File: src/rtl/sdram_arb_pkg.sv
// Shared types and the round-robin grant function for the SDRAM port arbiter.
package sdram_arb_pkg;

  localparam int unsigned MaxClients = 8;

  typedef enum logic [1:0] {StIdle, StIssue, StWait} state_e;
  typedef enum logic {OpRd, OpWr} op_e;

  // First pending index after last_grant, wrapping at num_clients-1 -> 0.
  function automatic logic [2:0] rr_next(input logic [7:0]  pending,
                                         input logic [2:0]  last_grant,
                                         input int unsigned num_clients);
    logic [2:0]  grant;
    logic        found;
    int unsigned idx;
    grant = '0;
    found = 1'b0;
    for (int unsigned k = 1; k <= MaxClients; k++) begin
      idx = (32'(last_grant) + k) % num_clients;
      if (!found && k <= num_clients && pending[idx[2:0]]) begin
        grant = idx[2:0];
        found = 1'b1;
      end
    end
    return grant;
  endfunction

endpackage

File: src/rtl/rr_arbiter.sv
// Combinational round-robin priority picker over the pending request slots.
module rr_arbiter
  import sdram_arb_pkg::*;
#(
  parameter int unsigned NUM_CLIENTS = 4,
  parameter int unsigned IDX_W       = $clog2(NUM_CLIENTS)
) (
  input  logic [NUM_CLIENTS-1:0] pending,
  input  logic [IDX_W-1:0]       last_grant,
  output logic                   valid,
  output logic [IDX_W-1:0]       grant
);

  logic [MaxClients-1:0] pend_ext;
  logic [2:0]            pick;

  always_comb begin
    pend_ext                  = '0;
    pend_ext[NUM_CLIENTS-1:0] = pending;
    pick                      = rr_next(pend_ext, 3'(last_grant), NUM_CLIENTS);
    grant                     = pick[IDX_W-1:0];
    valid                     = |pending;
  end

endmodule

File: src/rtl/sdram_port_arbiter.sv
// Shares one SDRAM controller port between NUM_CLIENTS requesters, one slot per client,
// round-robin grant, a single outstanding downstream transaction.
module sdram_port_arbiter
  import sdram_arb_pkg::*;
#(
  parameter int unsigned NUM_CLIENTS  = 4,
  parameter int unsigned ADDR_WIDTH   = 25,
  parameter int unsigned DATA_WIDTH   = 16,
  parameter int unsigned DQM_WIDTH    = 2,
  parameter int unsigned OUTPUT_WIDTH = 16
) (
  input  logic                              clk,
  input  logic                              reset_n,
  input  logic [NUM_CLIENTS*ADDR_WIDTH-1:0] c_addr,
  input  logic [NUM_CLIENTS*DATA_WIDTH-1:0] c_data,
  input  logic [NUM_CLIENTS*DQM_WIDTH-1:0]  c_byte_en,
  input  logic [NUM_CLIENTS-1:0]            c_rd,
  input  logic [NUM_CLIENTS-1:0]            c_wr,
  output logic [NUM_CLIENTS-1:0]            c_available,
  output logic [NUM_CLIENTS-1:0]            c_ready,
  output logic [NUM_CLIENTS*OUTPUT_WIDTH-1:0] c_q,
  output logic [ADDR_WIDTH-1:0]             dn_addr,
  output logic [DATA_WIDTH-1:0]             dn_data,
  output logic [DQM_WIDTH-1:0]              dn_byte_en,
  output logic                              dn_rd,
  output logic                              dn_wr,
  input  logic [OUTPUT_WIDTH-1:0]           dn_q,
  input  logic                              dn_available,
  input  logic                              dn_ready
);

  localparam int unsigned IDX_W = $clog2(NUM_CLIENTS);

  logic [ADDR_WIDTH-1:0] slot_addr_q [NUM_CLIENTS];
  logic [DATA_WIDTH-1:0] slot_data_q [NUM_CLIENTS];
  logic [DQM_WIDTH-1:0]  slot_be_q   [NUM_CLIENTS];
  op_e                   slot_op_q   [NUM_CLIENTS];

  logic [NUM_CLIENTS-1:0] pending_q, pending_d, accept;
  logic [NUM_CLIENTS-1:0] c_available_q;
  logic [NUM_CLIENTS-1:0] c_ready_q, c_ready_d;
  logic [NUM_CLIENTS*OUTPUT_WIDTH-1:0] c_q_q, c_q_d;
  logic [ADDR_WIDTH-1:0]  dn_addr_q, dn_addr_d;
  logic [DATA_WIDTH-1:0]  dn_data_q, dn_data_d;
  logic [DQM_WIDTH-1:0]   dn_be_q, dn_be_d;
  logic                   dn_rd_q, dn_rd_d, dn_wr_q, dn_wr_d;
  state_e                 state_q, state_d;
  logic [IDX_W-1:0]       grant_q, grant_d, last_grant_q, last_grant_d;
  logic                   arb_valid;
  logic [IDX_W-1:0]       arb_grant;

  assign accept = c_available_q & (c_rd | c_wr);

  rr_arbiter #(
    .NUM_CLIENTS (NUM_CLIENTS),
    .IDX_W       (IDX_W)
  ) u_rr_arbiter (
    .pending    (pending_q),
    .last_grant (last_grant_q),
    .valid      (arb_valid),
    .grant      (arb_grant)
  );

  // Write wins when a client strobes rd and wr together.
  always_ff @(posedge clk or negedge reset_n) begin
    if (!reset_n) begin
      for (int i = 0; i < int'(NUM_CLIENTS); i++) begin
        slot_addr_q[i] <= '0;
        slot_data_q[i] <= '0;
        slot_be_q[i]   <= '0;
        slot_op_q[i]   <= OpRd;
      end
    end else begin
      for (int i = 0; i < int'(NUM_CLIENTS); i++) begin
        if (accept[i]) begin
          slot_addr_q[i] <= c_addr[i*ADDR_WIDTH +: ADDR_WIDTH];
          slot_data_q[i] <= c_data[i*DATA_WIDTH +: DATA_WIDTH];
          slot_be_q[i]   <= c_byte_en[i*DQM_WIDTH +: DQM_WIDTH];
          slot_op_q[i]   <= c_wr[i] ? OpWr : OpRd;
        end
      end
    end
  end

  always_comb begin
    pending_d    = pending_q | accept;
    state_d      = state_q;
    grant_d      = grant_q;
    last_grant_d = last_grant_q;
    dn_addr_d    = dn_addr_q;
    dn_data_d    = dn_data_q;
    dn_be_d      = dn_be_q;
    dn_rd_d      = 1'b0;
    dn_wr_d      = 1'b0;
    c_ready_d    = '0;
    c_q_d        = c_q_q;
    case (state_q)
      StIdle: begin
        if (arb_valid) begin
          grant_d      = arb_grant;
          last_grant_d = arb_grant;
          dn_addr_d    = slot_addr_q[arb_grant];
          dn_data_d    = slot_data_q[arb_grant];
          dn_be_d      = slot_be_q[arb_grant];
          state_d      = StIssue;
        end
      end
      StIssue: begin
        if (dn_available) begin
          if (slot_op_q[grant_q] == OpWr) dn_wr_d = 1'b1;
          else                            dn_rd_d = 1'b1;
          state_d = StWait;
        end
      end
      StWait: begin
        if (dn_ready) begin
          pending_d[grant_q] = 1'b0;
          c_ready_d[grant_q] = 1'b1;
          if (slot_op_q[grant_q] == OpRd) begin
            c_q_d[32'(grant_q)*OUTPUT_WIDTH +: OUTPUT_WIDTH] = dn_q;
          end
          state_d = StIdle;
        end
      end
      default: state_d = StIdle;
    endcase
  end

  always_ff @(posedge clk or negedge reset_n) begin
    if (!reset_n) begin
      state_q       <= StIdle;
      pending_q     <= '0;
      c_available_q <= '1;
      c_ready_q     <= '0;
      c_q_q         <= '0;
      grant_q       <= '0;
      last_grant_q  <= IDX_W'(NUM_CLIENTS - 1);
      dn_addr_q     <= '0;
      dn_data_q     <= '0;
      dn_be_q       <= '0;
      dn_rd_q       <= 1'b0;
      dn_wr_q       <= 1'b0;
    end else begin
      state_q       <= state_d;
      pending_q     <= pending_d;
      c_available_q <= ~pending_d;
      c_ready_q     <= c_ready_d;
      c_q_q         <= c_q_d;
      grant_q       <= grant_d;
      last_grant_q  <= last_grant_d;
      dn_addr_q     <= dn_addr_d;
      dn_data_q     <= dn_data_d;
      dn_be_q       <= dn_be_d;
      dn_rd_q       <= dn_rd_d;
      dn_wr_q       <= dn_wr_d;
    end
  end

  assign c_available = c_available_q;
  assign c_ready     = c_ready_q;
  assign c_q         = c_q_q;
  assign dn_addr     = dn_addr_q;
  assign dn_data     = dn_data_q;
  assign dn_byte_en  = dn_be_q;
  assign dn_rd       = dn_rd_q;
  assign dn_wr       = dn_wr_q;

endmodule

File: config.mk
export PLATFORM = sky130hd
export DESIGN_NAME = sdram_port_arbiter
export DESIGN_NICKNAME = d
export VERILOG_FILES = /design/src/rtl/sdram_arb_pkg.sv /design/src/rtl/rr_arbiter.sv /design/src/rtl/sdram_port_arbiter.sv
export SDC_FILE = /design/constraint.sdc
export NUM_CORES = 1
export LEC_CHECK = 0
export ABC_AREA = 1
export BUFFER_PORTS_ARGS = -buffer_cell sky130_fd_sc_hd__buf_4
export CORE_ASPECT_RATIO = 1.2
export CORE_MARGIN = 1.5
export CORE_UTILIZATION = 55
export DETAILED_ROUTE_END_ITERATION = 7
export PLACE_DENSITY = 0.82
export SYNTH_ARGS = -nofsm -noshare
export SYNTH_HDL_FRONTEND = slang
export SYNTH_SLANG_ARGS = --single-unit
File: constraint.sdc
create_clock -name clk -period 3.9 [get_ports clk]
set_input_delay 0.195 -clock clk [delete_from_list [all_inputs] [get_ports clk]]
set_output_delay 0.195 -clock clk [all_outputs]
set_load 0.01 [all_outputs]
==> results of run 1 <==
## cell families (layout without fill, tap and decap cells)
logic type                 count (synthesis)  count (layout)  synth area share (%)
other                                      0               3                     0
adders and majority gates                  6               6                0.5647
AOI/OAI and AO/OA                         87              87                 3.624
muxes                                    176             176                 14.91
and+or+nand+nor                          590             590                 19.94
buffers and inverters                    111             614                 3.868
DFF                                      303             303                 57.09
## what timing repair did
action | 4_1_cts | 5_1_grt
gates resized for setup | 0 | 0
hold buffers | 195 | 0
hold endpoints to repair | 328 | 0
endpoints found under the setup margin | 0 | 0
## layout make-up
cell class	instances	area, µm²
Sequential cell	303	7590
Multi-Input combinational cell	859	5259
Fill cell	1313	4928
Timing Repair Buffer	532	4539
Clock buffer	48	929.6
Tap cell	320	400.4
Inverter	27	101.3
Clock inverter	7	60.06
Antenna cell	3	7.507
## tightest hold or removal path, stage by stage
cell and delay [ns]:
buf_4 0.09, o21ai_4 0.16, mux2_2 0.27
## synth_stat cells (all sizes together)
master,n
nor4,1
nand3,253
a21oi,9
o21bai,1
mux2,176
inv,26
nor3,5
nor2,21
dfrtp,297
clkbuf,44
o21a,3
nand2,281
a32o,1
dfstp,6
o31ai,2
buf,40
nand4,29
ha,6
o21ai,71
clkinv,1
## routing by layer
metal,up-vias,wire length (µm)
met4,0,3153
met3,247,4140
met2,942,23900
li1,5330,-
met5,-,0
met1,6059,15930
## worst max path at each step
stage / startpoint / to / slack, ns
floorplan: grant_q[0]$_DFFE_PN0P_ / c_q[10]$_DFFE_PN0P_ / 1.90
global placement: grant_q[0]$_DFFE_PN0P_ / c_q[33]$_DFFE_PN0P_ / 1.01
detailed placement: last_grant_q[0]$_DFFE_PN1P_ / dn_data[13]$_DFFE_PN0P_ / 0.90
CTS: last_grant_q[0]$_DFFE_PN1P_ / dn_data[13]$_DFFE_PN0P_ / 0.89
global route: last_grant_q[0]$_DFFE_PN1P_ / dn_data[12]$_DFFE_PN0P_ / 0.39
finish: last_grant_q[0]$_DFFE_PN1P_ / dn_addr[23]$_DFFE_PN0P_ / 0.67
## stage by stage
stage | cell area [µm²] | hold slack, ns | utilization (%) | total power [mW]
floorplan | 13290 | -0.1006 | - | 10.99
global placement | 15940 | 0.3072 | 66.92 | 13.10
detailed placement | 15940 | 0.3063 | 66.92 | 13.48
CTS | 18880 | 0.1871 | 79.27 | 16.57
global route | 18890 | 0.2054 | 79.31 | 18.23
finish | 18890 | 0.1961 | 79.31 | 17.32
## registers in the layout, summed over array words and instances (netlist names)
register,count
slot_data_q,64
grant_q,2
c_q,64
dn_data,16
pending_q,4
dn_addr,25
dn_wr,1
slot_op_q,4
last_grant_q,2
state_q,2
c_ready,4
dn_byte_en,2
c_available,4
dn_rd,1
slot_addr_q,100
slot_be_q,8
## power breakdown
part | switching (mW) | total (mW) | internal [mW] | leakage [nW]
logic | 5.28 | 8.67 | 3.39 | 5.08
registers | 1.09 | 5.74 | 4.65 | 3.73
clock network | 1.23 | 2.92 | 1.69 | 0.494
total | 7.60 | 17.3 | 9.72 | 9.30
==> flow_summary.toml, run 1 <==
[run_status]
status = "finished clean"

[yosys]
synth_nets = 1479
yosysSeqAreaShare_pct = 57.09
yosys_warnings = 0
synth_top_cell_area_share_pct = 55.91
syn_inst = 1273
synth_area_leader_cell = "dfrtp_1"
synth_cell_types = 33
syn-cell-area_mm2 = 0.01329
synth_area_leaders = "dfrtp_1, mux2_2, nand3_1"
ys_ff_latch = 303
syn_area_per_cell_um2 = 10.44

[clock_tree]
clockRootBuffer = "clkbuf_16"
ctsHtreeMaxLevel = 1
cts_tree = "done"
path_clk_slew_ns = 0.07
cts_setup_buffers = 0
clock_sinks = 303
clkLatencyLatePin_ns = 0.56
cts_buffers = 30
clock_path_buffers = 3

[min_path]
hold_end = "slot_be_q[5]$_DFFE_PN0P_"
worstHoldStart = "c_rd[1]"
hold_depth = 3
hp-class = "input pin to flip-flop"

[timing]
worst_pin_slew_ns = 1.012
fin_tns_setup_ns = 0
slew_violations = 0
slew_headroom_pct = 32.52
finalSetupViolCount = 0
hold_violations = 0
grt_setup_unrepaired = "false"
skew_ns = 0.009885
fin_crit_sh_pct = 82.94
period_needed_ns = 3.235
fin_ws_ns = 0.6653
fmax_ghz = 0.3092

[final_layout]
instances_no_fill = 2099
fin_nets = 1959
drive_gt1_share_pct = 33.16
mostFrequentLayoutCell = "buf_4"
final_cell_mix = "buf_4, dfrtp_1, nand2_1, nand3_1, dlygate4sd3_1"
syn_to_final_growth_pct = 42.07

[floorplanning]
die_w_um = 144.9
start_util_pct = 55.82
ioPinCount = 317
die_y_um = 173.3
core_area_mm2 = 0.02382
rows = 62
dieArea_mm2 = 0.02512

[critical_path]
path_buf_inv = 2
worst_ep_arrival_time_ns = 3.66
crit_top_cell = "nand2_1"
cp_num_cells = 14
ff2ff_path_depth = 14
critical_path.max_stage_delay_ns = 0.67
cp-end-kind = "flip-flop"
critPathKind = "flip-flop to flip-flop"
r2r-start = "last_grant_q[0]$_DFFE_PN1P_"
cp_max_fo = 48
r2r-end = "dn_addr[23]$_DFFE_PN0P_"
cp.required_ns = 4.32
cp_slowest_cell = "dfstp_2"
cpLargestDelayFamily = "simple AND/OR/NAND/NOR gates"
cp_cell_sequence = "inv_2 > nand2_1 > nand2_1 > nand2_2 > nand2_2 > nor2_4 > nand2_2 > nand2_4 > nand2_4 > buf_12 > nand2_1 > nand3_1 > nand3_1 > nand2_1"
cp-start-kind = "flip-flop"
r2r_setup_slack_ns = 0.67

[place]
portBuffers = 316
gp_congestion = 0.8849
pre_cts_ws_ns = 0.9042
place_inst = 1846
place_hpwl_um = 25700

[global_routing]
grt_use_met3_pct = 7.132
grt_max_degree = 106
grt_usage_pct = 37.51
antenna_found_initial = 3
gr-total-overflow = 0
busiest_layer = "met2"
grtUsageMet1_pct = 42.78
grt.met2_usage_pct = 64.75
grt_pass1_wl_um = 73660
grt_pass1_vias = 13344

[flow_run]
maxCapViolCount = 0

[routing]
wl_per_cell_um = 22.45
route.vias.total = 12578
drt_iter0_drc = 998
avgViaCountPerCell = 5.992
totalWireLength_um = 47120
dr.pass1.iters = 5
final_antenna_net_count = 0
drc_errors = 0

[power_and_ir_drop]
p_leak_nw = 9.304
vdd_drop_max_uv = 794.2
p_per_area_mw_per_mm2 = 917.2
Power figures use the tool's default switching activity.
==> inputs of run 2 (changes only) <==
- ABC_AREA: 1 -> 0
- CORE_UTILIZATION: 55 -> 48
- PLACE_DENSITY: 0.82 -> 0.76
- clock period: 3.9 -> 2.6 ns (I/O delays scaled with it)
==> run 2 against run 1 <==
- via count fell by 9.5%
- non-clock buffer count rose by 8
- synthesized cell count fell by 1.3%
- register-to-register slack got worse by 0.24 ns
- cell area fell by 1.3%
- sequential share of layout area rose by 0.52 points
- critical path depth fell by 8
- total power rose by 25%
- first-iteration DRC count fell by 36%
- core utilization fell by 8.5 points
- routed wire length fell by 13%
- die area rose by 11%
==> flow_summary.toml, run 2 <==
[run_status]
status = "finished clean"

[critical_path]
critical_path.max_stage_delay_ns = 0.59
worst_ep_arrival_time_ns = 2.57
cp-end-kind = "flip-flop"
path_buf_inv = 1
cp.required_ns = 2.99
cpLargestDelayFamily = "flip-flops"
r2r-start = "last_grant_q[1]$_DFFE_PN1P_"
cp_max_fo = 54
cp_slowest_cell = "dfstp_2"
critPathKind = "flip-flop to flip-flop"
cp-start-kind = "flip-flop"
cp_cell_sequence = "nand2b_1 > a21oi_1 > o221ai_4 > buf_12 > mux2i_1 > o221ai_1"
cp-startpoint = "last_grant_q[1]$_DFFE_PN1P_"

[timing]
fin_ws_ns = 0.4205
hold_violations = 0
slew_headroom_pct = 44.26
whs_ns = 0.09925
fmax_ghz = 0.4588
period_needed_ns = 2.180
skew_ns = 0.01614
worst_pin_slew_ns = 0.8360
fin_tns_setup_ns = 0
grt_setup_unrepaired = "false"
slew_violations = 0
finalSetupViolCount = 0
fin_crit_sh_pct = 83.83

[final_layout]
mostFrequentLayoutCell = "nand2_1"
drive_gt1_share_pct = 27.57
multi_input_area_mm2 = 0.004917
final_cell_mix = "nand2_1, buf_4, dfrtp_1, dlygate4sd3_1, mux2i_1"
regMostFlops = "slot_addr_q"
nFillCells = 1805
regArea_mm2 = 0.007590
largest_register_ffs = 100
syn_to_final_growth_pct = 45.04
fin_nets = 1962

[yosys]
yosys_warnings = 0
synth_area_leaders = "dfrtp_1, nand2_1, mux2i_1"
synth_edf_count = 0
ys_ff_latch = 303
synth_area_leader_cell = "dfrtp_1"
synth_cell_types = 36
synth-async-reset-ratio_pct = 100.0
synth_ff_type = "dfrtp_1"
post-synth-top-count-cell = "nand2_1"
syn-cell-area_mm2 = 0.01286
syn_inst = 1256
syn_area_per_cell_um2 = 10.24
synth_top_cell_area_share_pct = 57.81
yosysSeqAreaShare_pct = 59.04
synth_nets = 1462
netlist_top_cells_count = "nand2_1, dfrtp_1, mux2i_1"

[power_and_ir_drop]
combPwrFrac_pct = 41.7
power_mw = 21.65
p_per_area_mw_per_mm2 = 1161
switching_share_pct = 37.72
power_switching_mw = 8.165
pwr-share-clk_pct = 20.4
power.internal_mw = 13.48
p_leak_nw = 9.393
vdd_drop_max_uv = 1028
power_frac_seq_pct = 37.9

[global_routing]
grt_max_degree = 108
grt_pass1_wl_um = 65350
gr-total-overflow = 0
antenna_found_initial = 3
grt_usage_pct = 29.79
grt_pass1_vias = 12259

[clock_tree]
clock_path_buffers = 3
cts_buffers = 30
ctsHtreeMaxLevel = 1
cts_tree = "done"
clockRootBuffer = "clkbuf_16"
path_clk_slew_ns = 0.07
clkLatencyLatePin_ns = 0.56
clock_sinks = 303
cts.repair.resized = 0

[place]
place_hpwl_um = 24520
portBuffers = 316
pre_cts_ws_ns = 0.5562
gp_congestion = 0.8459

[flow_run]
maxCapViolCount = 0

[floorplanning]
dieArea_mm2 = 0.02778
ioPinCount = 317
die_w_um = 152.4
start_util_pct = 48.79
core_area_mm2 = 0.02635
rows = 65
die_y_um = 182.3

[min_path]
hp-class = "input pin to flip-flop"
worstHoldStart = "c_rd[3]"

[routing]
wl_per_cell_um = 19.46
drc_errors = 0
drt_iter0_drc = 637
avgViaCountPerCell = 5.385
final_antenna_net_count = 0
dr.pass1.iters = 5
route.vias.total = 11389
totalWireLength_um = 41170
run 2: cell types whose count changed in the layout (fill, tap and decap cells not counted), moves of 7 or more:
cell and delta:
inv_1 -14, mux2_2 -132, mux2i_1 +87, nand2_1 +301
nand3_1 -220, nand4_1 -28, nor2_1 -7, o21ai_0 -57
o21ai_1 +27, o221ai_2 +37
run 2: metrics by stage:
| step | std cells | utilization, % | area (µm²) |
|---|---|---|---|
| 2_1_floorplan | 1256 | - | 12860 |
| 3_3_place_gp | 1862 | 59.46 | 15670 |
| 3_5_place_dp | 1862 | 59.46 | 15670 |
| 4_1_cts | 2112 | 70.74 | 18640 |
| 5_1_grt | 2114 | 70.76 | 18640 |
| 6_report | 2115 | 70.76 | 18650 |
run 2: power by group through the flow:
stage	clock network [mW]	logic, mW	registers [mW]
floorplan	0	5.64	8.07
global placement	0	8.34	8.12
detailed placement	0	8.67	8.18
CTS	4.46	8.95	8.12
global route	4.64	9.88	8.41
finish	4.42	9.02	8.21
run 2: metal layers:
layer	track usage [%]	wire, µm
met2	51.22	20490
met4	15.65	2038
met3	4.821	2841
met1	36.13	15800
met5	0	0
run 2: area by class of cell:
cell class              instances  share of cell area [%]
clock buffers                  47                   4.912
repair buffers                540                   25.10
well taps                     335                   2.248
multi-input cells             872                   26.37
clock inverters                 6                  0.4496
flip-flops and latches        303                   40.70
inverters                       9                  0.1812
diodes                          3                 0.04026
run 2: cells by family after synthesis:
| logic type | share of synthesized area (%) |
|---|---|
| DFF | 59.04 |
| adders and majority gates | 0.5839 |
| muxes | 10.80 |
| and+or+nand+nor | 19.51 |
| buffers and inverters | 3.134 |
| AOI/OAI and AO/OA | 6.929 |
run 2: worst min-delay path, stage by stage:
cell	delay (ns)
buf_4	0.10
o21ai_4	0.05
buf_4	0.20
nand2_1	0.09
nand2_1	0.05
run 2: worst paths after layout:
check | cells after the start | endpoint | slack [ns]
worst max register to register | 6 | dn_addr[24]$_DFFE_PN0P_ | 0.42
worst max-delay path | 6 | dn_addr[24]$_DFFE_PN0P_ | 0.42
worst min-delay path | 5 | slot_data_q[2]$_DFFE_PN0P_ | 0.1
min in group asynchronous | 2 | slot_data_q[3]$_DFFE_PN0P_ | 0.24
worst min register to register | 2 | slot_addr_q[40]$_DFFE_PN0P_ | 0.47
max in group asynchronous | 3 | c_q[21]$_DFFE_PN0P_ | 1.55
run 2: what timing repair did:
item                      CTS  global route
hold buffers              197             0
hold endpoints to repair  344             0
setup buffers               0             0
==> inputs of run 3 (changes only) <==
- ABC_AREA: 0 -> 1
- CORE_UTILIZATION: 48 -> 49
- PLACE_DENSITY: 0.76 -> 0.77
- clock period: 2.6 -> 1.74 ns (I/O delays scaled with it)
==> run 3 against run 2 <==
- the run now ends with setup timing left
- sequential power up 55%
- count of clock-buffer cells in the layout shrank 2
- first-iteration DRC count is 66% higher
- global-route usage rose by 6.2 points
- fmax down 2.8%
- total power increased by 130%
- combinational power rose to 3.3 times the previous value
- clock power rose by 51%
- die area increased by 1.3%
==> flow_summary.toml, run 3 (synthesized netlist as in run 1, its figures left out) <==
[place]
place_hpwl_um = 27580
pre_cts_ws_ns = -0.4104
portBuffers = 316
placed_area_mm2 = 0.01665
gp_congestion = 0.8848

[timing]
fin_tns_setup_ns = -19.40
grt_setup_unrepaired = "true"
fin_crit_sh_pct = 128.8
worst_pin_slew_ns = 0.9090
slew_violations = 0
hold_violations = 0
skew_ns = 0.02436
slew_headroom_pct = 39.17
finalSetupViolCount = 46
period_needed_ns = 2.241
fin_ws_ns = -0.5013
fmax_ghz = 0.4462

[clock_tree]
clock_path_buffers = 3
ctsHtreeMaxLevel = 1
path_clk_slew_ns = 0.07
clockRootBuffer = "clkbuf_16"
cts_tree = "done"
clock_sinks = 303
clkLatencyLatePin_ns = 0.57
cts_buffers = 31

[critical_path]
cp_max_fo = 8
cp.required_ns = 2.17
cp-end-kind = "flip-flop"
critPathKind = "flip-flop to flip-flop"
worst_ep_arrival_time_ns = 2.67
cp-start-kind = "flip-flop"

[global_routing]
grt_pass1_vias = 14283
gr-total-overflow = 0
grt_max_degree = 61
grt_usage_pct = 35.98
grt_pass1_wl_um = 77720
antenna_found_initial = 5

[final_layout]
largest_register_ffs = 100
final_cell_mix = "buf_4, dfrtp_1, nand2_1, dlygate4sd3_1, mux2_2"
fin_nets = 2058
regMostFlops = "slot_addr_q"
mostFrequentLayoutCell = "buf_4"
drive_gt1_share_pct = 43.26
syn_to_final_growth_pct = 57.54
final_area_mm2 = 0.02094

[routing]
wl_per_cell_um = 23.94
drc_errors = 0
route.vias.total = 13346
drt_iter0_drc = 1057
totalWireLength_um = 53070
dr.pass1.iters = 8
avgViaCountPerCell = 6.020
final_antenna_net_count = 0

[floorplanning]
ioPinCount = 317
rows = 65
die_w_um = 153.4
die_y_um = 183.4
core_area_mm2 = 0.02651
dieArea_mm2 = 0.02813
start_util_pct = 50.14

[power_and_ir_drop]
vdd_drop_max_uv = 1518
p_leak_nw = 10.25
p_per_area_mw_per_mm2 = 2340

[run_status]
status = "finished, violations left"
violations = "setup timing"

[flow_run]
maxCapViolCount = 0

[min_path]
hp-class = "input pin to async pin"
-- run 3: cell type report --
| type | count | area [µm²] |
|---|---|---|
| fill | 1463 | 5569 |
| antenna | 5 | 12.51 |
| timing repair buffer | 630 | 5914 |
| multi-input combinational | 859 | 5899 |
| clock inverter | 13 | 123.9 |
| tap | 335 | 419.2 |
| sequential | 303 | 7590 |
| inverter | 27 | 106.4 |
| clock buffer | 45 | 878.3 |
-- run 3: path summary, 6_finish.rpt --
kind | startpoint | to | slack (ns) | cells past startpoint
hold / removal | reset_n | c_q[0]$_DFFE_PN0P_ | 0.03 | 2
max in group asynchronous | reset_n | slot_addr_q[65]$_DFFE_PN0P_ | 0.91 | 3
setup reg to reg | last_grant_q[1]$_DFFE_PN1P_ | dn_data[11]$_DFFE_PN0P_ | -0.50 | 13
min in group clk | c_rd[1] | slot_addr_q[54]$_DFFE_PN0P_ | 0.09 | 3
hold reg to reg | dn_byte_en[0]$_DFFE_PN0P_ | dn_byte_en[0]$_DFFE_PN0P_ | 0.48 | 2
setup / recovery | last_grant_q[1]$_DFFE_PN1P_ | dn_data[11]$_DFFE_PN0P_ | -0.50 | 13
-- run 3: per-layer routing --
layer	wire, µm	global-route usage [%]
met5	0	0
met4	4247	27.69
met3	4782	7.308
met2	26350	62.40
met1	17680	38.83
-- run 3: what timing repair did --
item,CTS,global route
setup endpoints to repair,95,75
setup buffers,18,5
hold endpoints to repair,551,0
resized for setup,93,89
hold buffers,195,0
cloned,9,9
pin swaps,24,16
-- run 3: through the flow --
stage | util, % | hold WS [ns] | instances | total power [mW]
after floorplan | - | -0.2086 | 1273 | 25.08
final | 78.99 | 0.02796 | 2217 | 49.00
after detailed placement | 62.80 | 0.03175 | 1921 | 32.42
after global placement | 62.80 | 0.03271 | 1921 | 31.84
after global routing | 78.99 | 0.05192 | 2216 | 51.01
after CTS | 76.83 | 0.03673 | 2200 | 43.81
-- run 3: report_power, final --
group          total (mW)  internal [mW]  switching [mW]
logic                29.6           13.5            16.1
registers            12.7           10.4            2.30
clock network        6.66           3.79            2.87
total                49.0           27.7            21.3
-- run 3: worst max-delay path, stage by stage, from the launching register on --
cell	delay, ns
dfstp_2	0.57
buf_4	0.16
nand2_1	0.08
nand2_2	0.11
buf_4	0.12
nand4_1	0.09
nand2_1	0.10
inv_2	0.07
a21oi_4	0.20
buf_6	0.16
clkbuf_16	0.18
nand3_2	0.08
nand3_1	0.10
nand2_1	0.07
